**src/rtl/shiftreg_rx.sv**
```systemverilog
// shiftreg_rx: serial-to-parallel receiver (MSB first) with a valid/ready output
// register and a sticky framing/overrun error flag.
(* tamara_triplicate *)
module shiftreg_rx #(
  parameter int WIDTH = 4
) (
  input  logic             clk,
  input  logic             rst,
  input  logic             start,
  input  logic             din_valid,
  input  logic             din,
  input  logic             out_ready,
  input  logic             err_clr,
  output logic [WIDTH-1:0] dout,
  output logic             dout_valid,
  (* tamara_error_sink *)
  output logic             err
);

  localparam int CW = $clog2(WIDTH + 1);

  typedef enum logic {IDLE, SHIFT} state_t;

  state_t           state, stateNext;
  logic [CW-1:0]    cnt, cntNext;
  logic [WIDTH-1:0] shreg, shregNext, word;
  logic             wordDone, restart, transfer, load, overrun;

  // Frame tracking: only accepted bits (din_valid) move the shifter, counter or state.
  always_comb begin
    stateNext = state;
    cntNext   = cnt;
    shregNext = shreg;
    wordDone  = 1'b0;
    restart   = 1'b0;
    word      = {shreg[WIDTH-2:0], din};
    if (din_valid) begin
      case (state)
        IDLE: begin
          if (start) begin
            shregNext = word;
            cntNext   = CW'(1);
            stateNext = SHIFT;
          end
        end
        SHIFT: begin
          shregNext = word;
          if (start) begin
            cntNext = CW'(1);
            restart = 1'b1;
          end else if (cnt == CW'(WIDTH - 1)) begin
            cntNext   = '0;
            stateNext = IDLE;
            wordDone  = 1'b1;
          end else begin
            cntNext = cnt + CW'(1);
          end
        end
        default: stateNext = IDLE;
      endcase
    end
  end

  // A completed word is only accepted when the output slot is free or emptying this cycle.
  always_comb begin
    transfer = dout_valid && out_ready;
    load     = wordDone && (!dout_valid || out_ready);
    overrun  = wordDone && dout_valid && !out_ready;
  end

  always_ff @(posedge clk or negedge rst) begin
    if (!rst) begin
      state <= IDLE;
      cnt   <= '0;
      shreg <= '0;
    end else begin
      state <= stateNext;
      cnt   <= cntNext;
      shreg <= shregNext;
    end
  end

  always_ff @(posedge clk or negedge rst) begin
    if (!rst) begin
      dout       <= '0;
      dout_valid <= 1'b0;
      err        <= 1'b0;
    end else begin
      if (load) begin
        dout       <= word;
        dout_valid <= 1'b1;
      end else if (transfer) begin
        dout_valid <= 1'b0;
      end
      // A fresh error wins over a simultaneous clear.
      if (restart || overrun) begin
        err <= 1'b1;
      end else if (err_clr) begin
        err <= 1'b0;
      end
    end
  end

endmodule

```
**config.mk**
```make
export PLATFORM = sky130hd
export DESIGN_NAME = shiftreg_rx
export DESIGN_NICKNAME = d
export VERILOG_FILES = /design/src/rtl/shiftreg_rx.sv
export SDC_FILE = /design/constraint.sdc
export NUM_CORES = 1
export LEC_CHECK = 0
export BUFFER_PORTS_ARGS = -buffer_cell sky130_fd_sc_hd__buf_2
export CAP_MARGIN = 10
export CORE_UTILIZATION = 40
export DETAILED_ROUTE_END_ITERATION = 12
export PLACE_DENSITY = 0.65
export SYNTH_ARGS = -nofsm -noshare
export SYNTH_HDL_FRONTEND = slang
export SYNTH_SLANG_ARGS = --single-unit
```
**constraint.sdc**
```tcl
create_clock -name clk -period 5.3 [get_ports clk]
set_clock_uncertainty 0.2 [all_clocks]
set_input_delay 1.06 -clock clk [delete_from_list [all_inputs] [get_ports clk]]
set_output_delay 1.06 -clock clk [all_outputs]
set_load 0.05 [all_outputs]
```
==> metrics.log <==
[metrics] most frequent cells in the layout: sky130_fd_sc_hd__dfrtp_1 (13), sky130_fd_sc_hd__buf_2 (12), sky130_fd_sc_hd__mux2_4 (4)
[metrics] hold violation total from the final report: 0
[metrics] Max Transition Viols Final: 0
[metrics] number of setup violations in the final report: 0
[metrics] all-layer global routing usage: 0.143
[metrics] count of buffers added by post-CTS timing repair for setup: 0
[metrics] combined area of the multi-input logic cells: 238 µm²
[metrics] number of max-cap violations: 0
[metrics] static leakage power: 0.348 nW
[metrics] kind of start point of the critical path: input pin
[metrics] number of buffers inserted during clock tree synthesis: 3
[metrics] num ports: 13
[metrics] number of antenna violations at the first check in global routing: 0
[metrics] clk sinks: 13
[metrics] global route overflow: 0
[metrics] setup repair after global routing missed its margin: false
[metrics] H-tree depth: 1
[metrics] CTS root buf: sky130_fd_sc_hd__clkbuf_4
[metrics] Rel. slew slack: 0.710
[metrics] TritonCTS clock tree: done
[metrics] floorplan die height: 40.3 µm
[metrics] area of the mapped netlist: 586 µm²
[metrics] most common flop cell mapped by yosys: sky130_fd_sc_hd__dfrtp_1
[metrics] worst-case vdd ir drop: 233 µV
[metrics] footprint of the flip-flops and latches: 325 µm²
[metrics] start of the worst register-to-register path: cnt[0]
[metrics] slack of the worst reg-to-reg path: 3.28 ns
[metrics] cell count after synthesis: 44
[metrics] hold endpoint: dout[3]
[metrics] insertion delay to the later sink of the worst-skew pair: 0.27 ns
[metrics] cell type group with the largest total delay on the critical path: simple AND/OR/NAND/NOR gates
[metrics] maximum number of pins on one net before global-route repair: 14
[metrics] final HPWL from detailed placement: 691 µm
[metrics] post-DR vias/cell: 5.20
[metrics] classification of the worst setup path: in -> reg
[metrics] Avg Cell Area, Syn: 13.3 µm²
[metrics] Placer Congestion: 0.729
[metrics] Setup crit end kind: register
[metrics] wire length of the first global-routing pass: 1500 µm
[metrics] relative area change from synthesis to final layout: 16.0%
[metrics] Crit path arrival time: 2.19 ns
[metrics] Reg-to-Reg End: dout[2]
[metrics] total of fill cells in the finished design: 130
[metrics] count of vias placed by the detailed router: 385
[metrics] share of post-route cells with drive strength above 1: 0.475
[metrics] clock slew seen by the registers of the worst setup and hold paths: 0.08 ns
[metrics] slowest CP cell: sky130_fd_sc_hd__or4_4
[metrics] highest clock rate: 0.447 GHz
[metrics] number of nets in the synthesized netlist: 52
[metrics] instance count along the most critical hold path: 1
[metrics] clk buf depth: 2
[metrics] wire length after detailed routing: 883 µm
[metrics] vias in the first global route: 354
[metrics] core region area: 1330 µm²
[metrics] run status: complete, no violations
[metrics] Tmin final: 2.24 ns
[metrics] pwr dens: 567 nW/µm²
[metrics] routed len/inst: 11.9 µm
[metrics] critical path's largest stage delay: 0.57 ns
[metrics] number of enable flip-flop cells after synthesis: 0
[metrics] effective utilization at floorplan: 0.439
[metrics] Antenna Nets Post-Route: 0
[metrics] post-synthesis cell type with the largest combined area: sky130_fd_sc_hd__dfrtp_1
[metrics] register bit count reported by yosys: 13
[metrics] number of distinct library cells after synthesis: 22
[metrics] number of DRC markers after the initial detailed-route iteration: 4
[metrics] first-pass detailed-route iteration total: 4
[metrics] NumNets Final: 68
[metrics] Residual DRC: 0
[metrics] class of the worst hold path: reg -> reg
[metrics] fraction of synthesized cell area taken by the top area cell type: 0.556
[metrics] total buffers and inverters traversed by the critical path: 1
[metrics] most common cell after layout, fill and taps aside: sky130_fd_sc_hd__dfrtp_1
[metrics] number of inserted diodes: 0
[metrics] data required time at the worst endpoint: 5.26 ns
[metrics] count of hold-fix buffers inserted at cts: 0
[metrics] leading post-synthesis cells by cell area: sky130_fd_sc_hd__dfrtp_1 (56%), sky130_fd_sc_hd__mux2_4 (10%), sky130_fd_sc_hd__mux2_2 (5.8%)
[metrics] worst path cell trace: buf_2, nand2_2, or4_4, mux2_4
[metrics] hold path startpoint: shreg[2]
[metrics] Crit Path Max Fanout: 8
[metrics] final cycle utilization of the critical path: 0.422
[metrics] core utilization of the finished layout: 0.509
[metrics] sequential element share of the synthesized area: 0.556
[metrics] slew at the pin closest to its max-slew limit: 0.430 ns
[metrics] Cell Rows: 13
[metrics] total negative slack for setup checks: 0 ns
[metrics] Yosys warning total: 0
[metrics] depth of the most critical reg-to-reg path: 4
[metrics] number of input and output port buffers inserted: 12
[metrics] area of the die: 1620 µm²
[metrics] proportion of register bits with asynchronous set or reset after synthesis: 1.00
[metrics] horizontal die dimension: 40.3 µm
[metrics] post-cts resize count: 0
[cells by family after synthesis]
kind of cell / Yosys count / share of synthesized area
compound gates: 10 / 0.126
fa+ha+maj: 1 / 0.0214
buf+inv: 4 / 0.0385
flops: 13 / 0.556
mux: 7 / 0.160
simple gates: 9 / 0.0983
[report_power, final]
part	switching (W)	total [W]	internal, W	leakage [nW]
Clock	0.0000299	0.0000590	0.0000291	0.0150
Sequential	0.0000241	0.000159	0.000135	0.159
Combinational	0.000101	0.000168	0.0000670	0.174
Total	0.000155	0.000386	0.000231	0.348
[stage by stage]
stage                     total power (W)  hold slack (ns)  cell area, µm²  instances  worst slack (ns)
after detailed placement         0.000331            0.291             653         70              2.78
after global routing             0.000413            0.339             679         74              3.02
final                            0.000386            0.305             679         74              3.06
after floorplan                  0.000294            0.276             586         44              2.93
after CTS                        0.000391            0.309             679         74              3.07
after global placement           0.000328            0.288             653         70              2.79
[Yosys cell counts, types with 2 or more instances]
cell,instances
sky130_fd_sc_hd__nor2b_1,2
sky130_fd_sc_hd__inv_1,3
sky130_fd_sc_hd__a22o_2,2
sky130_fd_sc_hd__o22ai_1,2
sky130_fd_sc_hd__mux2_4,4
sky130_fd_sc_hd__dfrtp_1,13
sky130_fd_sc_hd__mux2_2,3
[registers in the layout, indices dropped and copies added (netlist names)]
signal	count
shreg	3
err	1
cnt	3
dout_valid	1
dout	4
state	1
[routing by layer]
metal  part of all wire  wire, µm  track usage
met1               0.49       431        0.189
met3              0.068        60       0.0333
met5                  0         0            0
met4              0.011        10       0.0750
met2               0.43       380        0.214
[layout make-up]
class                           count  area share
Clock buffer                        4      0.0387
Timing Repair Buffer               12      0.0884
Tap cell                           15      0.0276
Multi-Input combinational cell     27       0.350
Inverter                            3      0.0166
Sequential cell                    13       0.479
[worst max path at each step]
| stage | startpoint | endpoint | depth (start not counted) |
|---|---|---|---|
| 6_report | din_valid | dout[2] | 4 |
| 3_3_place_gp | din_valid | dout[1] | 4 |
| 3_5_place_dp | din_valid | dout[0] | 4 |
| 4_1_cts | din_valid | dout[2] | 4 |
| 2_1_floorplan | din_valid | dout[0] | 4 |
| 5_1_grt | din_valid | dout[2] | 4 |
Power figures use the tool's default switching activity.
